`config.mk`:
```
export PLATFORM = sky130hd
export DESIGN_NAME = reg_display_scanner
export DESIGN_NICKNAME = d
export VERILOG_FILES = /design/src/rtl/reg_display_scanner.sv
export SDC_FILE = /design/constraint.sdc
export NUM_CORES = 1
export LEC_CHECK = 0
export ABC_AREA = 1
export CORE_MARGIN = 3
export CORE_UTILIZATION = 29
export DETAILED_ROUTE_END_ITERATION = 10
export PLACE_DENSITY = 0.47
export RECOVER_POWER = 25
export REMOVE_ABC_BUFFERS = 1
export SYNTH_ARGS = -nofsm -noshare
export SYNTH_HDL_FRONTEND = slang
export SYNTH_SLANG_ARGS = --single-unit
```
`constraint.sdc`:
```
create_clock -name clk -period 1.7 [get_ports clk]
set_input_delay 0.17 -clock clk [delete_from_list [all_inputs] [get_ports clk]]
set_output_delay 0.17 -clock clk [all_outputs]
set_load 0.005 [all_outputs]
```
`src/rtl/reg_display_scanner.sv`:
```
// -----------------------------------------------------------------------------
// reg_display_scanner
//
// Debug readout for the board display. Periodically (or when the selected
// register number changes) reads one register-file entry through the debug
// read port, converts its low 14 bits to four BCD digits with a sequential
// shift-add-3 engine, and multiplexes the digits onto a common 4-digit,
// active-low seven-segment display. Values above 9999 show as four dashes
// with ovf set. The block only reads register-file contents.
//
// Parameters
//   REFRESH_DIV  clock cycles each digit stays lit (>= 2)
//   UPDATE_DIV   clock cycles between periodic re-reads (>= 32)
//
// Ports
//   clk        in   1   system clock, rising edge
//   reset      in   1   asynchronous reset, active low
//   sel_addr   in   5   register number to display
//   dbg_addr   out  5   register-file debug read address (held between reads)
//   dbg_data   in  32   debug read data, valid one cycle after dbg_addr
//   tho..one   out  4   BCD digits currently shown (4'hF = overflow dash)
//   seg        out  7   segments {g,f,e,d,c,b,a}, active low
//   an         out  4   digit enables, active low, an[3]=thousands
//   ovf        out  1   captured value exceeded 9999
//   busy       out  1   read/convert sequence in progress
// -----------------------------------------------------------------------------
module reg_display_scanner #(
   parameter int REFRESH_DIV = 50000,
   parameter int UPDATE_DIV  = 5000000
) (
   input  logic        clk,
   input  logic        reset,
   input  logic [4:0]  sel_addr,
   output logic [4:0]  dbg_addr,
   input  logic [31:0] dbg_data,
   output logic [3:0]  tho,
   output logic [3:0]  hun,
   output logic [3:0]  ten,
   output logic [3:0]  one,
   output logic [6:0]  seg,
   output logic [3:0]  an,
   output logic        ovf,
   output logic        busy
);

   // --------------------------------------------------------------------------
   // Constants
   // --------------------------------------------------------------------------
   localparam int REF_W = (REFRESH_DIV > 2) ? $clog2(REFRESH_DIV) : 1;
   localparam int UPD_W = $clog2(UPDATE_DIV);

   localparam logic [REF_W-1:0] REF_LAST = REF_W'(REFRESH_DIV - 1);
   localparam logic [REF_W-1:0] REF_ONE  = REF_W'(1);
   localparam logic [UPD_W-1:0] UPD_LAST = UPD_W'(UPDATE_DIV - 1);
   localparam logic [UPD_W-1:0] UPD_ONE  = UPD_W'(1);

   localparam logic [31:0] MAX_DECIMAL = 32'd9999;
   localparam logic [3:0]  LAST_ITER   = 4'd13;   // 14 shifts: iterations 0..13
   localparam logic [3:0]  DASH_DIGIT  = 4'hF;

   typedef enum logic [2:0] {
      S_IDLE,
      S_FETCH,
      S_CAPTURE,
      S_CONVERT,
      S_UPDATE
   } state_t;

   // --------------------------------------------------------------------------
   // Helper functions
   // --------------------------------------------------------------------------
   // Double-dabble correction: any BCD nibble >= 5 gets +3 so the following
   // left shift carries correctly into the next decimal digit.
   function automatic logic [15:0] f_bcd_adjust(input logic [15:0] i_bcd);
      logic [15:0] v;
      v = i_bcd;
      for (int i = 0; i < 4; i++) begin
         if (v[4*i +: 4] >= 4'd5) begin
            v[4*i +: 4] = v[4*i +: 4] + 4'd3;
         end
      end
      return v;
   endfunction

   // Active-low {g,f,e,d,c,b,a}; F is the overflow dash, A-E blank.
   function automatic logic [6:0] f_seg_decode(input logic [3:0] i_digit);
      logic [6:0] s;
      case (i_digit)
         4'd0:    s = 7'b1000000;
         4'd1:    s = 7'b1111001;
         4'd2:    s = 7'b0100100;
         4'd3:    s = 7'b0110000;
         4'd4:    s = 7'b0011001;
         4'd5:    s = 7'b0010010;
         4'd6:    s = 7'b0000010;
         4'd7:    s = 7'b1111000;
         4'd8:    s = 7'b0000000;
         4'd9:    s = 7'b0010000;
         4'hF:    s = 7'b0111111;
         default: s = 7'b1111111;
      endcase
      return s;
   endfunction

   // --------------------------------------------------------------------------
   // Registers and combinational signals
   // --------------------------------------------------------------------------
   state_t             r_state;
   state_t             w_next_state;

   logic [UPD_W-1:0]   r_upd_cnt;
   logic [REF_W-1:0]   r_ref_cnt;
   logic [1:0]         r_digit_sel;     // 0=ones, 1=ten, 2=hun, 3=tho
   logic [3:0]         r_an;
   logic [6:0]         r_seg;

   logic [4:0]         r_last_addr;
   logic               r_pending;
   logic [4:0]         r_dbg_addr;

   logic [13:0]        r_bin;
   logic [15:0]        r_bcd;
   logic [3:0]         r_iter;
   logic               r_ovf_next;

   logic [3:0]         r_tho;
   logic [3:0]         r_hun;
   logic [3:0]         r_ten;
   logic [3:0]         r_one;
   logic               r_ovf;

   logic               w_upd_tick;
   logic               w_ref_wrap;
   logic               w_addr_changed;
   logic               w_trigger;
   logic               w_start;
   logic               w_capture;
   logic               w_shift;
   logic               w_update;
   logic [15:0]        w_bcd_adj;
   logic [1:0]         w_sel_next;
   logic [3:0]         w_next_digit;

   assign w_upd_tick     = (r_upd_cnt == UPD_LAST);
   assign w_ref_wrap     = (r_ref_cnt == REF_LAST);
   assign w_addr_changed = (sel_addr != r_last_addr);
   assign w_trigger      = w_upd_tick || w_addr_changed || r_pending;
   assign w_bcd_adj      = f_bcd_adjust(r_bcd);

   // --------------------------------------------------------------------------
   // Sequence FSM: state register
   // --------------------------------------------------------------------------
   // NOTE: sequential state uses non-blocking assignments so every register
   // samples pre-edge values regardless of process ordering.
   always_ff @(posedge clk or negedge reset) begin
      if (!reset) begin
         r_state <= S_IDLE;
      end else begin
         r_state <= w_next_state;
      end
   end

   // --------------------------------------------------------------------------
   // Sequence FSM: next state and datapath strobes
   // --------------------------------------------------------------------------
   // NOTE: every output of this block is defaulted first so no path through
   // the case leaves a signal unassigned (which would infer a latch).
   always_comb begin
      w_next_state = r_state;
      w_start      = 1'b0;
      w_capture    = 1'b0;
      w_shift      = 1'b0;
      w_update     = 1'b0;
      case (r_state)
         S_IDLE: begin
            if (w_trigger) begin
               w_start      = 1'b1;
               w_next_state = S_FETCH;
            end
         end
         // One wait cycle covers the register-file read latency.
         S_FETCH: begin
            w_next_state = S_CAPTURE;
         end
         S_CAPTURE: begin
            w_capture    = 1'b1;
            w_next_state = S_CONVERT;
         end
         S_CONVERT: begin
            w_shift = 1'b1;
            if (r_iter == LAST_ITER) begin
               w_next_state = S_UPDATE;
            end
         end
         S_UPDATE: begin
            w_update     = 1'b1;
            w_next_state = S_IDLE;
         end
         default: begin
            w_next_state = S_IDLE;
         end
      endcase
   end

   // --------------------------------------------------------------------------
   // Trigger bookkeeping, read address and conversion datapath
   // --------------------------------------------------------------------------
   // NOTE: every register here is reset, including the conversion scratch
   // registers, so a reset mid-sequence cannot leak a partial result.
   always_ff @(posedge clk or negedge reset) begin
      if (!reset) begin
         r_upd_cnt   <= '0;
         r_last_addr <= '0;
         r_pending   <= 1'b0;
         r_dbg_addr  <= '0;
         r_bin       <= '0;
         r_bcd       <= '0;
         r_iter      <= '0;
         r_ovf_next  <= 1'b0;
         r_tho       <= '0;
         r_hun       <= '0;
         r_ten       <= '0;
         r_one       <= '0;
         r_ovf       <= 1'b0;
      end else begin
         // Free-running period counter; a tick that lands while busy is lost.
         r_upd_cnt <= w_upd_tick ? '0 : r_upd_cnt + UPD_ONE;

         // Address changes while busy collapse into a single pending request;
         // the address itself is re-sampled when the next sequence starts.
         if (w_start) begin
            r_pending   <= 1'b0;
            r_last_addr <= sel_addr;
            r_dbg_addr  <= sel_addr;
         end else if (r_state != S_IDLE && w_addr_changed) begin
            r_pending <= 1'b1;
         end

         // Overflow uses the full 32-bit value; only 14 bits are converted.
         if (w_capture) begin
            r_ovf_next <= (dbg_data > MAX_DECIMAL);
            r_bin      <= dbg_data[13:0];
            r_bcd      <= '0;
            r_iter     <= '0;
         end

         if (w_shift) begin
            r_bcd  <= {w_bcd_adj[14:0], r_bin[13]};
            r_bin  <= {r_bin[12:0], 1'b0};
            r_iter <= r_iter + 4'd1;
         end

         if (w_update) begin
            if (r_ovf_next) begin
               r_tho <= DASH_DIGIT;
               r_hun <= DASH_DIGIT;
               r_ten <= DASH_DIGIT;
               r_one <= DASH_DIGIT;
               r_ovf <= 1'b1;
            end else begin
               r_tho <= r_bcd[15:12];
               r_hun <= r_bcd[11:8];
               r_ten <= r_bcd[7:4];
               r_one <= r_bcd[3:0];
               r_ovf <= 1'b0;
            end
         end
      end
   end

   // --------------------------------------------------------------------------
   // Display multiplexer
   // --------------------------------------------------------------------------
   // Digit that becomes active on the next refresh wrap.
   always_comb begin
      w_sel_next = r_digit_sel + 2'd1;
      case (w_sel_next)
         2'd0:    w_next_digit = r_one;
         2'd1:    w_next_digit = r_ten;
         2'd2:    w_next_digit = r_hun;
         default: w_next_digit = r_tho;
      endcase
   end

   // an and seg are registered together on the wrap so the pattern only ever
   // changes at a digit boundary, even if the digits update mid-slot.
   always_ff @(posedge clk or negedge reset) begin
      if (!reset) begin
         r_ref_cnt   <= '0;
         r_digit_sel <= 2'd0;
         r_an        <= 4'b1110;
         r_seg       <= 7'b1000000;
      end else begin
         if (w_ref_wrap) begin
            r_ref_cnt   <= '0;
            r_digit_sel <= w_sel_next;
            r_an        <= ~(4'b0001 << w_sel_next);
            r_seg       <= f_seg_decode(w_next_digit);
         end else begin
            r_ref_cnt <= r_ref_cnt + REF_ONE;
         end
      end
   end

   // --------------------------------------------------------------------------
   // Outputs
   // --------------------------------------------------------------------------
   assign dbg_addr = r_dbg_addr;
   assign tho      = r_tho;
   assign hun      = r_hun;
   assign ten      = r_ten;
   assign one      = r_one;
   assign ovf      = r_ovf;
   assign an       = r_an;
   assign seg      = r_seg;
   assign busy     = (r_state != S_IDLE);

endmodule

```
==> run metrics, run 1 <==
fin util=39.7%; worst clock skew=0.00805 ns; Die Height=151 um; kind of start point of the critical path=register; Area contributors post-synth=dfrtp_1 (45%), nand2_1 (7.2%), nor2_1 (5.6%); row count=52; vias=5,001; Clock Latency Late Sink=0.42 ns; Nets=883; worst path required time=2.01 ns; Tot Pwr=7.59 mW; Final Hold Fails=0; die width=151 um; r2r setup slk=0.03 ns; Cell Area, Placed=7280 um2; fmax=598 MHz; Post-Synthesis Cells=716; commonest cells in the netlist=nand2_1 (117), dfrtp_1 (109), nor2_1 (91); Starting Density=29.8%; core footprint=20,400 um2; switch share=26.7%; Synth area leader=dfrtp_1; Max rail drop VDD=755 uV; Hold WC Path Type=input port to asynchronous set/reset pin; clk sink count=113; gpl congestion=0.795; Mapped Avg Cell Area=8.47 um2; post-synth cell types=44; Reg2Reg Launch Point=r_digit_sel[0]; Cell Int Power=5.56 mW; worst slew pin tran=0.750 ns; R2R depth=8; Post-synth EDFFs=0; die area=22,700 um2; Hold Worst Slack=0.346 ns; drt initial violations=163; count of input and output buffers=72; most common cell in the netlist=nand2_1; H-tree levels=4; vias in the first global route=5,046; WS Path Type=register to register; GRT overflow=0; yosys warns=0; status=completed; ys flop type=dfrtp_1; sequential area share after synthesis=46.7%; drt first pass iters=4; via density per instance=4.51; worst setup path startpoint=r_digit_sel[0]; share of layout cells above drive strength 1=19.9%; ANT nets after route=0; cell area after layout=8090 um2; worst setup path endpoint=seg[3]; CTS clk-pin slew, worst paths=0.06 ns; fin. max-slew vios=0; RSZ-0062 raised after global routing=true; WL per Instance=13.1 um; register bit total from synthesis=113; area grow syn2layout=33.3%; largest net degree at the start of global routing=32; Setup crit end kind=register; Comb pwr share=12.3%; Setup-failing EPs final=0; CTS tree=yes; clk buf depth=2; crit share post-route=98.4%; Netlist Area Pre-Place=6070 um2; Detailed Place HPWL=10,500 um; first-pass GRT wire length=24,700 um; I/O pins=73; share of the synthesized area in the top cell type=45.0%; max-cap violations=0; # diodes=0; pwr dens=938 nW/um2; fraction of registers with async set/reset=100%; LEAKAGE=3.69 nW; terminus of the critical flop-to-flop path=seg[3]; Worst Path Arrival=1.98 ns; initial antenna violation count=0; cts bufs inserted=17; fillcell total=2,005; clk root buf=clkbuf_16; setup TNS=0 ns; Clock Power Share=48.6%; crit path max fanout=5; total wire length=14,500 um; Slew Limit Headroom=50.0%; final period demand of the worst path=1.67 ns; DRC Markers=0; Seq pwr share=39.1%; Switching Power=2.03 mW; Total GRT Usage=13.7%
==> critical path, stage by stage, from the launching register on <==
cell and delay [ns]:
dfrtp_1 0.43, inv_2 0.10, ha_4 0.19, a21oi_1 0.23, nand2_2 0.10, o21ai_4 0.11, nand2_4 0.10, a21oi_4 0.21
a21oi_2 0.08
==> placed cells by master (no fill, tap or decap), types with 8 or more instances in the layout <==
cell	Yosys	final
o22ai_1	17	17
nor3_1	17	17
nand2_2	6	13
xor2_1	23	23
dfrtp_1	109	107
clkdlybuf4s50_1	0	68
nor2_1	91	87
o21ai_1	9	8
nand2_1	117	109
nand4_1	9	9
clkbuf_16	0	17
nand3_1	37	35
inv_2	19	21
o21ai_0	22	22
buf_4	2	27
a21oi_1	53	51
inv_1	79	75
ha_1	17	12
==> state kept, by name, indices dropped and copies added, names as in the netlist, 5 cells and up <==
signal,cells
r_bcd,16
dbg_addr,5
r_upd_cnt,23
r_bin,14
r_ref_cnt,16
seg,7
==> kinds of logic after synthesis <==
logic type	synth area share, %
fa+ha+maj	3.51
xor+xnor	4.33
simple gates	25.8
flops	46.7
compound gates	12.1
buf+inv	7.57
==> stage by stage <==
step	cells	setup slack, ns
final	1110	0.0272
after global routing	1110	-0.0523
after CTS	1106	0.000467
after detailed placement	1069	-0.0115
after global placement	1069	-0.00824
after floorplan	702	0.0842
==> timing repair <==
item / 4_1_cts / 5_1_grt
endpoints found under the hold margin: 24 / 0
resized for setup: 6 / 40
setup buffers: 4 / 4
hold buffers: 1 / 0
setup endpoints to repair: 6 / 16
pin swaps: 4 / 13
==> how the worst min path moves through the flow <==
stage	slack, ns	endpoint
CTS	0.23	r_bcd[5]
global route	0.36	dbg_addr[0]
global placement	0.14	r_bcd[5]
finish	0.35	r_bcd[5]
detailed placement	0.14	r_bcd[4]
floorplan	-0.13	an[0]
==> power groups by stage <==
stage / registers (mW) / logic, mW / clock network [mW]
floorplan: 2.98 / 0.622 / 0
global placement: 3.01 / 0.938 / 0
detailed placement: 3.01 / 0.937 / 0
CTS: 2.96 / 0.951 / 3.78
global route: 2.99 / 1.10 / 3.91
finish: 2.97 / 0.930 / 3.69
==> routing by layer <==
| metal | share of wire [%] | GRT usage (%) | up-vias |
|---|---|---|---|
| met5 | 0 | 0 | - |
| met4 | 1.7 | 5.49 | 0 |
| met3 | 3.5 | 3.28 | 16 |
| met2 | 46 | 21.2 | 84 |
| met1 | 48 | 18.5 | 2334 |
| li1 | - | - | 2567 |
==> layout make-up <==
class	instances	area, um2	share of cell area, %
Multi-Input combinational cell	491	2910	36.0
Sequential cell	113	2840	35.1
Timing Repair Buffer	106	1020	12.6
Clock buffer	17	425	5.26
Inverter	98	378	4.67
Tap cell	270	338	4.18
Clock inverter	15	184	2.27
No activity file was read; power rests on OpenSTA's default activity.
==> run 2, diff against run 1 <==
--- a/config.mk
+++ b/config.mk
@@ -6,8 +6,10 @@
 export NUM_CORES = 1
 export LEC_CHECK = 0
 export ABC_AREA = 1
+export CAP_MARGIN = 20
 export CORE_MARGIN = 3
 export CORE_UTILIZATION = 29
+export CTS_CLUSTER_SIZE = 8
 export DETAILED_ROUTE_END_ITERATION = 10
 export PLACE_DENSITY = 0.47
 export RECOVER_POWER = 25
==> results of run 2 <==
No change in the layout: final DEF, timing and power equal those of run 1.
